**config.mk**
```make
export PLATFORM = sky130hd
export DESIGN_NAME = dc_vlc_slice_sequencer
export DESIGN_NICKNAME = d
export VERILOG_FILES = /design/src/rtl/dc_vlc_pkg.sv /design/src/rtl/dc_vlc_coeff_buf.sv /design/src/rtl/dc_vlc_slice_sequencer.sv
export SDC_FILE = /design/constraint.sdc
export NUM_CORES = 1
export LEC_CHECK = 0
export CAP_MARGIN = 20
export CORE_ASPECT_RATIO = 1.1
export CORE_MARGIN = 3
export CORE_UTILIZATION = 35
export DETAILED_ROUTE_END_ITERATION = 16
export PLACE_DENSITY = 0.53
export SYNTH_ARGS = -nofsm -noshare
export SYNTH_HDL_FRONTEND = slang
export SYNTH_SLANG_ARGS = --single-unit
export TNS_END_PERCENT = 10
```
**constraint.sdc**
```tcl
create_clock -name clk -period 2.9 [get_ports clk]
set_input_delay 0.435 -clock clk [delete_from_list [all_inputs] [get_ports clk]]
set_output_delay 0.435 -clock clk [all_outputs]
set_load 0.1 [all_outputs]
```
**src/rtl/dc_vlc_pkg.sv**
```systemverilog
// dc_vlc_pkg: shared state encoding, widths and default sizing
// for the DC VLC slice sequencer.
package dc_vlc_pkg;

    localparam int COEFF_W         = 32;
    localparam int LEN_W           = 32;
    localparam int DEF_MAX_BLOCKS  = 32;
    localparam int DEF_ENC_LATENCY = 6;
    localparam int DEF_RST_CYCLES  = 2;

    typedef enum logic [2:0] {
        IDLE,
        LOAD,
        CLEAR,
        ISSUE,
        DRAIN,
        FIN
    } seq_state_t;

endpackage

```
**src/rtl/dc_vlc_coeff_buf.sv**
```systemverilog
// dc_vlc_coeff_buf: per-slice coefficient store with synchronous
// write and a registered read port that reads zero when idle.
module dc_vlc_coeff_buf
    import dc_vlc_pkg::*;
#(
    parameter int DEPTH = DEF_MAX_BLOCKS,
    localparam int AW = $clog2(DEPTH)
) (
    input  logic               i_clk,
    input  logic               i_rst_n,
    input  logic               i_we,
    input  logic [AW-1:0]      i_wr_addr,
    input  logic [COEFF_W-1:0] i_wr_data,
    input  logic               i_rd_en,
    input  logic [AW-1:0]      i_rd_addr,
    output logic [COEFF_W-1:0] o_rd_data
);

    logic [COEFF_W-1:0] r_mem [DEPTH];
    logic [COEFF_W-1:0] r_rd_data;

    always_ff @(posedge i_clk) begin
        if (i_we) begin
            r_mem[i_wr_addr] <= i_wr_data;
        end
    end

    // The read register is the encoder input, so it idles at zero.
    always_ff @(posedge i_clk or negedge i_rst_n) begin
        if (!i_rst_n) begin
            r_rd_data <= '0;
        end else if (i_rd_en) begin
            r_rd_data <= r_mem[i_rd_addr];
        end else begin
            r_rd_data <= '0;
        end
    end

    assign o_rd_data = r_rd_data;

endmodule

```
**src/rtl/dc_vlc_slice_sequencer.sv**
```systemverilog
// dc_vlc_slice_sequencer: buffers a slice, resets and feeds the DC VLC
// encoder back-to-back, tags codewords. DC_VLC_SLICE_BITS_EN adds slice_bits.
module dc_vlc_slice_sequencer
    import dc_vlc_pkg::*;
#(
    parameter int MAX_BLOCKS  = DEF_MAX_BLOCKS,
    parameter int ENC_LATENCY = DEF_ENC_LATENCY,
    parameter int RST_CYCLES  = DEF_RST_CYCLES,
    localparam int CW = $clog2(MAX_BLOCKS + 1)
) (
    input  logic               clk,
    input  logic               reset_n,
    input  logic               start,
    input  logic [CW-1:0]      num_blocks,
    output logic               busy,
    output logic               done,
    input  logic [COEFF_W-1:0] in_dc_coeff,
    input  logic               in_valid,
    output logic               in_ready,
    output logic               enc_rst_n,
    output logic [COEFF_W-1:0] enc_dc_coeff,
    input  logic [COEFF_W-1:0] enc_sum,
    input  logic [LEN_W-1:0]   enc_len,
    output logic [COEFF_W-1:0] out_sum,
    output logic [LEN_W-1:0]   out_len,
    output logic               out_valid,
    output logic               out_last,
    output logic [LEN_W-1:0]   slice_bits
);

    localparam int AW    = $clog2(MAX_BLOCKS);
    localparam int RCW   = $clog2(RST_CYCLES + 1);
    localparam int L     = ENC_LATENCY;

    seq_state_t r_state;
    logic [CW-1:0]  r_n;
    logic [CW-1:0]  r_wr_cnt;
    logic [CW-1:0]  r_iss_cnt;
    logic [RCW-1:0] r_clr_cnt;
    logic r_busy;
    logic r_done;
    logic r_in_ready;
    logic r_enc_rst_n;

    logic [L-1:0] r_vld_sr;
    logic [L-1:0] r_last_sr;
    logic               r_out_valid;
    logic               r_out_last;
    logic [COEFF_W-1:0] r_out_sum;
    logic [LEN_W-1:0]   r_out_len;

    logic [CW-1:0] w_n_clamp;
    logic w_start_acc;
    logic w_wr_fire;
    logic w_clr_entry;
    logic w_clr_done;
    logic w_iss;
    logic w_iss_more;
    logic w_iss_last;
    logic w_rd_en;

    assign w_n_clamp = (num_blocks > CW'(MAX_BLOCKS)) ?
                       CW'(MAX_BLOCKS) : num_blocks;
    assign w_start_acc = (r_state == IDLE) && start;
    assign w_wr_fire   = r_in_ready && in_valid;
    assign w_clr_entry = w_wr_fire && (r_wr_cnt + CW'(1) == r_n);
    assign w_clr_done  = (r_state == CLEAR) &&
                         (r_clr_cnt == RCW'(RST_CYCLES - 1));
    assign w_iss       = (r_state == ISSUE);
    assign w_iss_more  = w_iss && (r_iss_cnt < r_n);
    assign w_iss_last  = w_iss && (r_iss_cnt == r_n);
    // Fetch coefficient k on the cycle before it is shown.
    assign w_rd_en     = w_clr_done || w_iss_more;

    dc_vlc_coeff_buf #(
        .DEPTH(MAX_BLOCKS)
    ) u_buf (
        .i_clk     (clk),
        .i_rst_n   (reset_n),
        .i_we      (w_wr_fire),
        .i_wr_addr (r_wr_cnt[AW-1:0]),
        .i_wr_data (in_dc_coeff),
        .i_rd_en   (w_rd_en),
        .i_rd_addr (r_iss_cnt[AW-1:0]),
        .o_rd_data (enc_dc_coeff)
    );

    always_ff @(posedge clk or negedge reset_n) begin
        if (!reset_n) begin
            r_state     <= IDLE;
            r_n         <= '0;
            r_wr_cnt    <= '0;
            r_iss_cnt   <= '0;
            r_clr_cnt   <= '0;
            r_busy      <= 1'b0;
            r_done      <= 1'b0;
            r_in_ready  <= 1'b0;
            r_enc_rst_n <= 1'b0;
        end else begin
            r_done <= 1'b0;
            unique case (r_state)
                IDLE: begin
                    r_enc_rst_n <= 1'b1;
                    if (w_start_acc) begin
                        r_n       <= w_n_clamp;
                        r_wr_cnt  <= '0;
                        r_iss_cnt <= '0;
                        r_busy    <= 1'b1;
                        if (w_n_clamp == '0) begin
                            r_state <= FIN;
                        end else begin
                            r_state    <= LOAD;
                            r_in_ready <= 1'b1;
                        end
                    end
                end
                LOAD: begin
                    if (w_wr_fire) begin
                        r_wr_cnt <= r_wr_cnt + CW'(1);
                    end
                    if (w_clr_entry) begin
                        r_state     <= CLEAR;
                        r_in_ready  <= 1'b0;
                        r_enc_rst_n <= 1'b0;
                        r_clr_cnt   <= '0;
                    end
                end
                CLEAR: begin
                    if (w_clr_done) begin
                        r_state     <= ISSUE;
                        r_enc_rst_n <= 1'b1;
                        r_iss_cnt   <= CW'(1);
                    end else begin
                        r_clr_cnt <= r_clr_cnt + RCW'(1);
                    end
                end
                ISSUE: begin
                    if (w_iss_more) begin
                        r_iss_cnt <= r_iss_cnt + CW'(1);
                    end else begin
                        r_state <= DRAIN;
                    end
                end
                DRAIN: begin
                    if (r_last_sr[L-1]) begin
                        r_state <= FIN;
                    end
                end
                FIN: begin
                    r_done  <= 1'b1;
                    r_busy  <= 1'b0;
                    r_state <= IDLE;
                end
                default: r_state <= IDLE;
            endcase
        end
    end

    // One tag per issued coefficient, aligned with the encoder output.
    always_ff @(posedge clk or negedge reset_n) begin
        if (!reset_n) begin
            r_vld_sr    <= '0;
            r_last_sr   <= '0;
            r_out_valid <= 1'b0;
            r_out_last  <= 1'b0;
            r_out_sum   <= '0;
            r_out_len   <= '0;
        end else begin
            r_vld_sr    <= {r_vld_sr[L-2:0], w_iss};
            r_last_sr   <= {r_last_sr[L-2:0], w_iss_last};
            r_out_valid <= r_vld_sr[L-1];
            r_out_last  <= r_last_sr[L-1];
            if (r_vld_sr[L-1]) begin
                r_out_sum <= enc_sum;
                r_out_len <= enc_len;
            end
        end
    end

`ifdef DC_VLC_SLICE_BITS_EN
    logic [LEN_W-1:0] r_acc;
    logic [LEN_W-1:0] r_slice_bits;
    logic [LEN_W-1:0] w_acc_next;

    assign w_acc_next = r_out_valid ? (r_acc + r_out_len) : r_acc;

    // The final codeword lands in FIN, so the snapshot includes it.
    always_ff @(posedge clk or negedge reset_n) begin
        if (!reset_n) begin
            r_acc        <= '0;
            r_slice_bits <= '0;
        end else begin
            if (w_start_acc || w_clr_entry) begin
                r_acc <= '0;
            end else begin
                r_acc <= w_acc_next;
            end
            if (r_state == FIN) begin
                r_slice_bits <= w_acc_next;
            end
        end
    end

    assign slice_bits = r_slice_bits;
`else
    assign slice_bits = '0;
`endif

    assign busy      = r_busy;
    assign done      = r_done;
    assign in_ready  = r_in_ready;
    assign enc_rst_n = r_enc_rst_n;
    assign out_sum   = r_out_sum;
    assign out_len   = r_out_len;
    assign out_valid = r_out_valid;
    assign out_last  = r_out_last;

endmodule

```
**Yosys cells after proc, flatten, opt, wreduce, memory -nomap -nowiden**

Memories as Yosys holds them, arrays and structs flattened.
Index checks and enable logic that the tools add are counted.

- Flip-flop bits (word level): 137
- RAM bits: 1024
- Input bits: 106
- Output and inout bits: 134
- Memories: 1

- Add/sub/neg operators: 3
- Magnitude comparators: 2
- Equality and inequality tests: 17
- Muxes and demuxes: 29
- Reductions and logical operators: 22

Memories:

| name | depth | bits a word | read ports | clocked after Yosys merged registers in | write ports | line | RTL |
|---|---|---|---|---|---|---|---|
| u_buf.r_mem | 32 | 32 | 1 | 0 | 1 | dc_vlc_coeff_buf.sv:19 | `logic [COEFF_W-1:0] r_mem [DEPTH];` |

Operators with widths:

| cell | number |
|---|---|
| $mux W32 | 1 |
| $mux W6 | 5 |
| $mux W3 | 6 |
| $pmux W6 S3 | 1 |
| $ne A2 B2 Y1 const B | 8 |
| $pmux W3 S5 | 1 |
| $add A6 B1 Y6 const B | 2 |
| $eq A6 B6 Y1 | 2 |
| $pmux W6 S2 | 1 |
| $reduce_and A3 Y1 | 3 |
| $mux W1 | 8 |
| $reduce_and A4 Y1 | 2 |
| $eq A3 B2 Y1 const B | 2 |
| $eq A3 B3 Y1 const B | 2 |
| $gt A6 B6 Y1 const B | 1 |
| $logic_and A1 B1 Y1 | 6 |
| $logic_not A6 Y1 | 1 |
| $lt A6 B6 Y1 | 1 |
| $reduce_bool A2 Y1 | 3 |
| $reduce_bool A3 Y1 | 2 |
| $reduce_and A5 Y1 | 1 |
| $mux W2 | 2 |
| $pmux W1 S2 | 2 |
| $pmux W2 S2 | 1 |
| 8 further kinds | 9 |

**Depth between registers and ports, before layout**

Gate-level depths: netlist (run 1).

- Depth in word-level cells: 6
- Depth in mapped cells: 9
- Depth with buffers taken out: 7

**Hierarchy**

Synthesis (run 1) repeated with hierarchy kept, for this count alone.

- Cell total of the unflattened synthesis: 2107
- Area total of the unflattened synthesis: 44670.3 um2

By module, submodules not included:

| module | instances | cells each | area each (um2) | sequential area each (um2) |
|---|---|---|---|---|
| dc_vlc_coeff_buf | 1 | 1730 | 39959.6 | 31550.3 |
| dc_vlc_slice_sequencer | 1 | 377 | 4710.8 | 2627.5 |

**Worst setup path after synthesis (run 1)**

OpenSTA, ideal clock, no wires.

- Path kind: reg-to-reg
- From: register r_in_ready, in the netlist in_ready
- To: memory u_buf.r_mem[30][0] (enable)
- Arrival: 2.967 ns
- Data required time: 2.479 ns
- Path slack: -0.489 ns
- Stages on the path, launching flop included: 5
- Clock period less this slack: 3.389 ns
- Cells stage by stage: dfrtp_1 and2_1 clkbuf_1 nand2_1 nor2_1

- Word-level cells in the longest chain between the ends: 3

RTL lines:

| element | line | RTL |
|---|---|---|
| start, declared | dc_vlc_slice_sequencer.sv:42 | `logic r_in_ready;` |
| start signal, assigned | dc_vlc_slice_sequencer.sv:97 | `r_in_ready <= 1'b0;` |
| start signal, assigned | dc_vlc_slice_sequencer.sv:113 | `r_in_ready <= 1'b1;` |
| start signal, assigned | dc_vlc_slice_sequencer.sv:123 | `r_in_ready <= 1'b0;` |
| $logic_and A1 B1 Y1 | dc_vlc_slice_sequencer.sv:65 | `assign w_wr_fire = r_in_ready && in_valid;` |
| $mux W1 | dc_vlc_coeff_buf.sv:23 | `if (i_we) begin` |
| $mux W1 (not written as such) | dc_vlc_coeff_buf.sv:24 | `r_mem[i_wr_addr] <= i_wr_data;` |
| end, declared | dc_vlc_coeff_buf.sv:19 |  |

Every way passes these cells.

**Worst setup path in the final report (run 1)**

- From: register r_iss_cnt[2]
- To: register u_buf.r_rd_data[1], in the netlist u_buf.o_rd_data[1]

- Word-level cells in the longest chain between the ends: 4
- Elaborated cells on any way between the ends: 5

RTL lines:

| element | line | RTL |
|---|---|---|
| start, declared | dc_vlc_slice_sequencer.sv:38 | `logic [CW-1:0] r_iss_cnt;` |
| start signal, assigned | dc_vlc_slice_sequencer.sv:139 | `r_iss_cnt <= r_iss_cnt + CW'(1);` |
| $lt A6 B6 Y1 | dc_vlc_slice_sequencer.sv:70 | `assign w_iss_more = w_iss && (r_iss_cnt < r_n);` |
| $logic_and A1 B1 Y1 | dc_vlc_slice_sequencer.sv:70 |  |
| $logic_or A1 B1 Y1 | dc_vlc_slice_sequencer.sv:73 | `assign w_rd_en = w_clr_done \|\| w_iss_more;` |
| $mux W32 * | dc_vlc_coeff_buf.sv:32 | `end else if (i_rd_en) begin` |
| end signal, assigned | dc_vlc_coeff_buf.sv:33 | `r_rd_data <= r_mem[i_rd_addr];` |
| end, declared | dc_vlc_coeff_buf.sv:20 | `logic [COEFF_W-1:0] r_rd_data;` |

Every way passes the cells marked *; elsewhere a longest branch is shown, timed or not.
A chain may end at the register's enable or synchronous reset.

==> out/metrics.cfg, run 1 <==
[pwr]
pwr-share-seq=0.432
clkPwrFrac=0.318
power_density_nw_per_um2=857
comb_power_share=0.250
cell_internal_pwr_w=0.0309
switching_power_w=0.0155
peakVddDrop_uv=999
p_leak_nw=17.2
switching_share=0.334

[logic_synthesis]
syn_area_sq_um=45400
ys.flop_type=edfxtp_1
yosysWarningCount=0
yosysUniqueCellTypes=54
ys_seq_area_frac=0.753
ys_seq_elements=1161
syn_inst=2491
synth_edf_count=1024
syn_area_per_cell_sq_um=18.2
ys_async_sr_fraction=0.118

[clock_tree]
post_cts_buffers=0
clock-sinks=1161
cts_resized=0
clockBufferDepth=3
cts_tree=built
clk_latency_ps=730
htree_levels=3
path_clk_slew_ps=60
numCtsBuffers=117
cts-root-buf=clkbuf_16

[global_routing]
grt_max_degree=82
grt_use_total=0.175
grt_pass1_vias=24600
grt_pass1_wl_microns=172000
grt-ovfl-total=0
antenna_found_initial=4

[critical_path]
crit_chain=buf_12 -> buf_4 -> buf_12 -> mux2i_1 -> a22o_1 -> a221oi_1 -> o22ai_1 -> nor3_2
reg2reg_depth=8
cp.required_ps=3520
worstSetupPathType=reg2reg
arrival_ps=3320
regToRegSetupSlack_ps=190
r2r-start=r_iss_cnt[2]
critPathMostFrequentCell=buf_12
critPathLaunchType=flop
crit_path_max_fanout=33
cpMaxStageDelayCell=a221oi_1
cp-end-kind=flop
r2r_end=u_buf.o_rd_data[1]
cp_slowest_stage_delay_ps=480

[routing]
ant_nets=0
drc=0
vias=24200
drt_iter0_drc=2184
drt_wl_total_microns=119000
drt-pass1-iter-count=5
viasPerCell=5.27
wl_per_cell_microns=26.1

[finish]
area_growth_pct=19.2
multi_input_area_sq_um=10400
layout_commonest_cell=edfxtp_1
final_cell_mix=1024 x edfxtp_1, 508 x mux2i_1, 200 x buf_4
final.fill_count=11200
final_util=0.423
stdcell_count=4586
nNetsFinal=2937
ff_latch_area_sq_um=34200
antenna_cells=0
final_layout_size_suffix_gt1_frac=0.196

[sta]
slew_headroom=0.306
drv_slew=0
hold-worst-slack_ps=311
grt_setup_unrepaired=no
final.period_utilization=0.933
min_period_ps=2710
hold_violations=0
setup_viol=0
worst-slew-pin-transition_ps=1040
fmax_mhz=370
clock_skew_ps=21.8

[placement]
gp_congestion=0.778
dp_hpwl_microns=68400
portBuffers=207
dp.cells=4366

[die]
io_pins=240
core_area_sq_um=128000
start_util=0.355
fp-row-count=137
die_area_sq_um=134000
die_h_microns=384
die_width_microns=349

[job]
drv_cap=0

[run_status]
outcome=finished, final reports clean

[worst_hold_path]
hp-class=in2async

==> worst max path at each step <==
stage	from	end	slack, ps	cells after the start
floorplan	in_ready	u_buf.r_mem[30][0]	-490	4
global placement	r_iss_cnt[2]	u_buf.o_rd_data[1]	160	8
detailed placement	r_iss_cnt[2]	u_buf.o_rd_data[1]	170	8
CTS	r_iss_cnt[2]	u_buf.o_rd_data[1]	140	8
global route	r_iss_cnt[2]	u_buf.o_rd_data[1]	100	8
finish	r_iss_cnt[2]	u_buf.o_rd_data[1]	190	8
==> metal layers <==
layer,global-route usage,vias up,share of wire
li1,-,10600,-
met1,0.246,12500,0.45
met2,0.282,867,0.47
met3,0.0276,169,0.060
met4,0.0519,8,0.024
met5,0,-,0.00053
==> cells in the mapped netlist (all sizes together) (2+ instances only) <==
cell type | count | area share
a211o | 2 | 0.00039
a21oi | 7 | 0.00077
clkbuf | 68 | 0.0061
nand3b | 4 | 0.00066
nand2 | 31 | 0.0026
a22o | 124 | 0.024
nor4 | 2 | 0.00028
and2 | 4 | 0.00061
nand3 | 15 | 0.0017
mux2i | 508 | 0.11
or2 | 2 | 0.00028
ha | 12 | 0.0033
nor3b | 2 | 0.00044
a21o | 2 | 0.00033
xnor2 | 6 | 0.0012
xor2 | 5 | 0.00096
nor2b | 6 | 0.00083
o22ai | 66 | 0.0091
a221oi | 124 | 0.024
a211oi | 4 | 0.00077
dfrtp | 137 | 0.075
edfxtp | 1024 | 0.68
nand4b | 2 | 0.00039
nor3 | 36 | 0.0074
and3 | 5 | 0.00069
o21ai | 19 | 0.0021
a31oi | 5 | 0.00069
inv | 14 | 0.0012
o31ai | 2 | 0.00033
nor2 | 45 | 0.0037
buf | 112 | 0.019
nand2b | 12 | 0.0017
mux2 | 73 | 0.018
==> logic make-up after synthesis <==
| logic type | share of synthesized area |
|---|---|
| AND/OR/NAND/NOR | 0.0218 |
| flip-flops | 0.753 |
| adder cells (fa/ha/maj) | 0.00331 |
| multiplexers | 0.130 |
| buffers and inverters | 0.0266 |
| other | 0.0000826 |
| AO/OA/AOI/OAI | 0.0635 |
| XOR/XNOR | 0.00212 |
==> power by group through the flow <==
stage                     Combinational (W)  Sequential, W  Clock (W)
after detailed placement             0.0116         0.0204          0
after global routing                 0.0121         0.0202     0.0158
final                                0.0116         0.0200     0.0148
after floorplan                     0.00393         0.0243          0
after CTS                            0.0117         0.0201     0.0152
after global placement               0.0116         0.0204          0
==> critical path: cells and delay by family, from the launching register on <==
kind	cells	cell delay (ps)
multiplexers	1	110
flip-flops	1	420
AO/OA/AOI/OAI	3	920
AND/OR/NAND/NOR	1	210
buffers and inverters	3	890
==> registers in the layout, summed over array words and instances, names as in the netlist, 2 cells and up <==
register,flops
r_wr_cnt,6
out_len,32
r_vld_sr,6
out_sum,32
r_clr_cnt,2
u_buf.o_rd_data,32
r_iss_cnt,6
r_last_sr,6
r_n,6
r_state,3
u_buf.r_mem,1024
==> metrics by stage <==
step,setup slack [ps],total power (W),instance area (sq um),setup TNS [ps]
global placement,163,0.0319,50300,0
CTS,136,0.0469,54100,0
finish,194,0.0464,54100,0
floorplan,-489,0.0282,45500,-496920
global route,100,0.0481,54100,0
detailed placement,171,0.0321,50300,0
==> repair_timing <==
action / 4_1_cts / 5_1_grt
hold buffers: 1 / 0
hold endpoints to repair: 43 / 0
endpoints found under the setup margin: 0 / 0
==> cell type report <==
class,instances,share of cell area
multi-input combinational,1167,0.193
inverter,14,0.000971
timing repair buffer,358,0.0667
tap,1668,0.0386
clock buffer,159,0.0597
clock inverter,59,0.00985
sequential,1161,0.632
No activity file was read; power rests on OpenSTA's default activity.
==> run 2: changes to the inputs <==
--- a/config.mk
+++ b/config.mk
@@ -8,9 +8,9 @@
 export CAP_MARGIN = 20
 export CORE_ASPECT_RATIO = 1.1
 export CORE_MARGIN = 3
-export CORE_UTILIZATION = 35
+export CORE_UTILIZATION = 54
 export DETAILED_ROUTE_END_ITERATION = 16
-export PLACE_DENSITY = 0.53
+export PLACE_DENSITY = 0.76
 export SYNTH_ARGS = -nofsm -noshare
 export SYNTH_HDL_FRONTEND = slang
 export SYNTH_SLANG_ARGS = --single-unit
==> out/metrics.cfg, run 2 (synthesis results as in run 1) <==
[clock_tree]
htree_levels=3
numCtsBuffers=110
cts_tree=built
clockBufferDepth=3
clk_latency_ps=690
clock-sinks=1161
cts-root-buf=clkbuf_16
cts_resized=0
path_clk_slew_ps=60

[finish]
regMostFlops=u_buf.r_mem
final_cell_mix=1024 x edfxtp_1, 508 x mux2i_1, 199 x buf_4
nNetsFinal=2921
largest_reg_flops=1024
final_layout_size_suffix_gt1_frac=0.195
antenna_cells=0
area_growth_pct=16.8
layout_commonest_cell=edfxtp_1
stdcell_count=3959

[sta]
clock_skew_ps=28.2
final.period_utilization=0.873
setup_viol=0
grt_setup_unrepaired=no
fmax_mhz=395
min_period_ps=2530
slew_headroom=0.297
hold_violations=0
drv_slew=0
worst-slew-pin-transition_ps=1050
tns_ps=0
hold-worst-slack_ps=341

[die]
die_area_sq_um=87600
fp-row-count=110
die_h_microns=310
io_pins=240
die_width_microns=283
start_util=0.550
core_area_sq_um=82600

[global_routing]
met3_usage=0.0536
grt-ovfl-total=0
antenna_found_initial=3
grt_max_degree=69
grt_use_total=0.243
busiest_layer=met2
use_met1=0.321
met2_usage=0.395
grt_pass1_vias=24600
grt_pass1_wl_microns=156000

[critical_path]
crit_path_max_fanout=48
cp-end-kind=flop
worstSetupPathType=reg2reg
cp.required_ps=3470
arrival_ps=3110
critPathLaunchType=flop

[routing]
vias=24500
drt-pass1-iter-count=6
viasPerCell=6.19
wl_per_cell_microns=27.2
drt_wl_total_microns=108000
drc=0
ant_nets=0
drt_iter0_drc=2493

[pwr]
peakVddDrop_uv=521
power_density_nw_per_um2=859
p_leak_nw=17.1

[placement]
portBuffers=207
dp_hpwl_microns=62500
gp_congestion=0.846
dp.cells=3753

[worst_hold_path]
hp-class=in2async

[job]
drv_cap=0

[run_status]
outcome=finished, final reports clean

==> run 2: cell types whose count changed in the layout (fill, tap and decap cells not counted), moves of 2 or more <==
cell and change:
clkinv_4 -2, clkbuf_16 -7, clkinvlp_2 +2, clkinvlp_4 +5, clkinv_8 +2, clkinv_1 -8, buf_12 -8, clkbuf_1 -7
clkinv_2 +3, clkbuf_8 -3
==> run 2: metal layers <==
metal  routed length (microns)  vias up
met5                        53        -
met4                      4100        2
met3                     10500      262
met2                     51800     1391
met1                     41300    12300
li1                          -    10600
==> run 2: worst paths after layout <==
| path | slack [ps] | startpoint | cells after the start | to |
|---|---|---|---|---|
| worst max-delay path | 370 | r_iss_cnt[2] | 8 | u_buf.o_rd_data[5] |
| worst min-delay path | 340 | reset_n | 2 | out_sum[17] |
| worst max register to register | 370 | r_iss_cnt[2] | 8 | u_buf.o_rd_data[5] |
| worst min register to register | 340 | r_last_sr[0] | 0 | r_last_sr[1] |
| max in group asynchronous | 1670 | reset_n | 3 | out_sum[28] |
| min in group clk | 340 | r_last_sr[0] | 0 | r_last_sr[1] |
==> run 2: final cells by class <==
| cell class | count | area (sq um) |
|---|---|---|
| Clock buffer | 141 | 2980 |
| Sequential cell | 1161 | 34200 |
| Multi-Input combinational cell | 1167 | 10400 |
| Inverter | 14 | 52.6 |
| Clock inverter | 63 | 629 |
| Tap cell | 1064 | 1330 |
| Timing Repair Buffer | 349 | 3430 |
| Fill cell | 5478 | 29500 |
==> run 2: critical path, stage by stage (launching register included) <==
cell and delay, ps:
dfrtp_4 490, buf_12 180, buf_12 250, buf_12 340, mux2i_1 220, a22o_1 270, a221oi_1 240, o22ai_1 130
nor3_2 220
==> run 2: power by group <==
| part | switching [W] | internal (W) |
|---|---|---|
| registers | 0.000643 | 0.0194 |
| logic | 0.00836 | 0.00304 |
| clock network | 0.00603 | 0.00809 |
==> run 2: metrics by stage <==
stage	area [sq um]	setup slack (ps)	utilization	total power [W]
global route	53000	257	0.642	0.0470
finish	53000	369	0.642	0.0455
CTS	53000	344	0.642	0.0458
global placement	49400	383	0.598	0.0315
detailed placement	49400	414	0.598	0.0317
floorplan	45500	-489	-	0.0282
==> run 2: what timing repair did <==
action	4_1_cts	5_1_grt
hold buffers	1	0
endpoints found under the hold margin	65	0
setup buffers	0	0
==> edit: new RTL, settings of run 2 <==
Set the package constant `COEFF_W` to 24 (it was 32).
--- a/src/rtl/dc_vlc_pkg.sv
+++ b/src/rtl/dc_vlc_pkg.sv
@@ -3,5 +3,5 @@
 package dc_vlc_pkg;
 
-    localparam int COEFF_W         = 32;
+    localparam int COEFF_W         = 24;
     localparam int LEN_W           = 32;
     localparam int DEF_MAX_BLOCKS  = 32;
Interface: changed (resized enc_dc_coeff, enc_sum, in_dc_coeff and out_sum); port bits go from 240 to 208. No check against the original RTL was run, so the function may have changed too.
==> edit against run 2 <==
Via count decreased by 29%; setup slack better by 0.044 ns; sequential cell count fell by 272; synthesized area decreased by 25%; worst hold slack improved by 0.0065 ns; final area shrank 24%; wire length is 26% lower; total power down 18%; sequential share of layout area increased by 0.13 points.
==> edit: results (changes against run 2) <==
[grt]
grt_max_degree=66  ; was 69
grt_use_met3=0.0323  ; was 0.0536
grt_pass1_vias=18100  ; was 24,600
met1_usage=0.307  ; was 0.321
grt_pass1_wl_um=118000  ; was 156,000 µm
antenna_found_initial=0  ; was 3
grt_util_met2=0.410  ; was 0.395

[sta]
finClkSkew_ns=0.0234  ; was 0.0282 ns
fin_ws_ns=0.412  ; was 0.369 ns
max_slew_margin=0.455  ; was 0.297
timing.hold.ws_ns=0.347  ; was 0.341 ns

[drt]
drt-met1-wl_um=29100  ; was 41,300 µm
avgViaCountPerCell=6.15  ; was 6.19
drt_wl_total_um=79400  ; was 108,000 µm
avgRoutedWirePerCell_um=28.0  ; was 27.2 µm
top_layer_used=met4  ; was met5
drt_iter0_markers=1792  ; was 2,493
dr_wl_met3_um=5250  ; was 10,500 µm

[status]
outcome=completed  ; unchanged

[logic_synthesis]
async_reset_ff_frac=0.136  ; was 0.118
synth_area_leaders=edfxtp_1, mux4_2, dfrtp_1  ; was edfxtp_1, mux2i_1, dfrtp_1
ys_seq_elements=889  ; was 1,161
yosysSeqAreaShare=0.761  ; was 0.753

[layout]
largest_reg_flops=768  ; was 1,024
buffer_area_frac=0.0706  ; was 0.0647
n_clock_buffer=109  ; was 141
layout-drive-gt1-share=0.315  ; was 0.195
final-clk-cell-share=0.0683  ; was 0.0681
nets=2040  ; was 2,921
inv_count=16  ; was 14
multi_input_area_share=0.188  ; was 0.197
seq_area_frac=0.646  ; was 0.644

[place]
place_ws_ns=0.409  ; was 0.414 ns
placed_cells=2684  ; was 3,753
dp_hpwl_um=49800  ; was 62,500 µm
place_congestion=0.838  ; was 0.846

[clocking]
cts_buffers=84  ; was 110
clk_latency_ns=0.64  ; was 0.69 ns

[critical_path]
reg2reg_depth=5  ; was 8
crit_path_max_incr_delay_ns=0.60  ; was 0.49 ns
critPathMaxFanout=41  ; was 48
cp-endpoint=u_buf.o_rd_data[9]$_DFF_PN0_  ; was u_buf.o_rd_data[5]$_DFF_PN0_
critical_path_arrival_ns=2.99  ; was 3.11 ns

[power]
p_leak_nw=13.5  ; was 17.1 nW

==> edit: kinds of logic after synthesis <==
logic type,after synthesis,share of synthesized area
DFF,889,0.761
muxes,279,0.153
and+or+nand+nor,170,0.0248
AOI/OAI and AO/OA,140,0.0288
buffers and inverters,134,0.0240
adders and majority gates,12,0.00438
xor gates and xnor gates,12,0.00307
other,1,0.000109
==> edit: power by group through the flow <==
| stage | Sequential [W] | Clock, W | Combinational, W |
|---|---|---|---|
| floorplan | 0.0192 | 0 | 0.00428 |
| global placement | 0.0157 | 0 | 0.0106 |
| detailed placement | 0.0158 | 0 | 0.0107 |
| CTS | 0.0155 | 0.0111 | 0.0108 |
| global route | 0.0156 | 0.0115 | 0.0111 |
| finish | 0.0155 | 0.0109 | 0.0107 |
==> edit: critical path: cells and delay by family, from the launching register on <==
| kind | cells | cell delay [ns] |
|---|---|---|
| flops | 1 | 0.60 |
| compound gates | 1 | 0.51 |
| simple gates | 2 | 0.28 |
| mux | 1 | 0.55 |
| buf+inv | 1 | 0.37 |
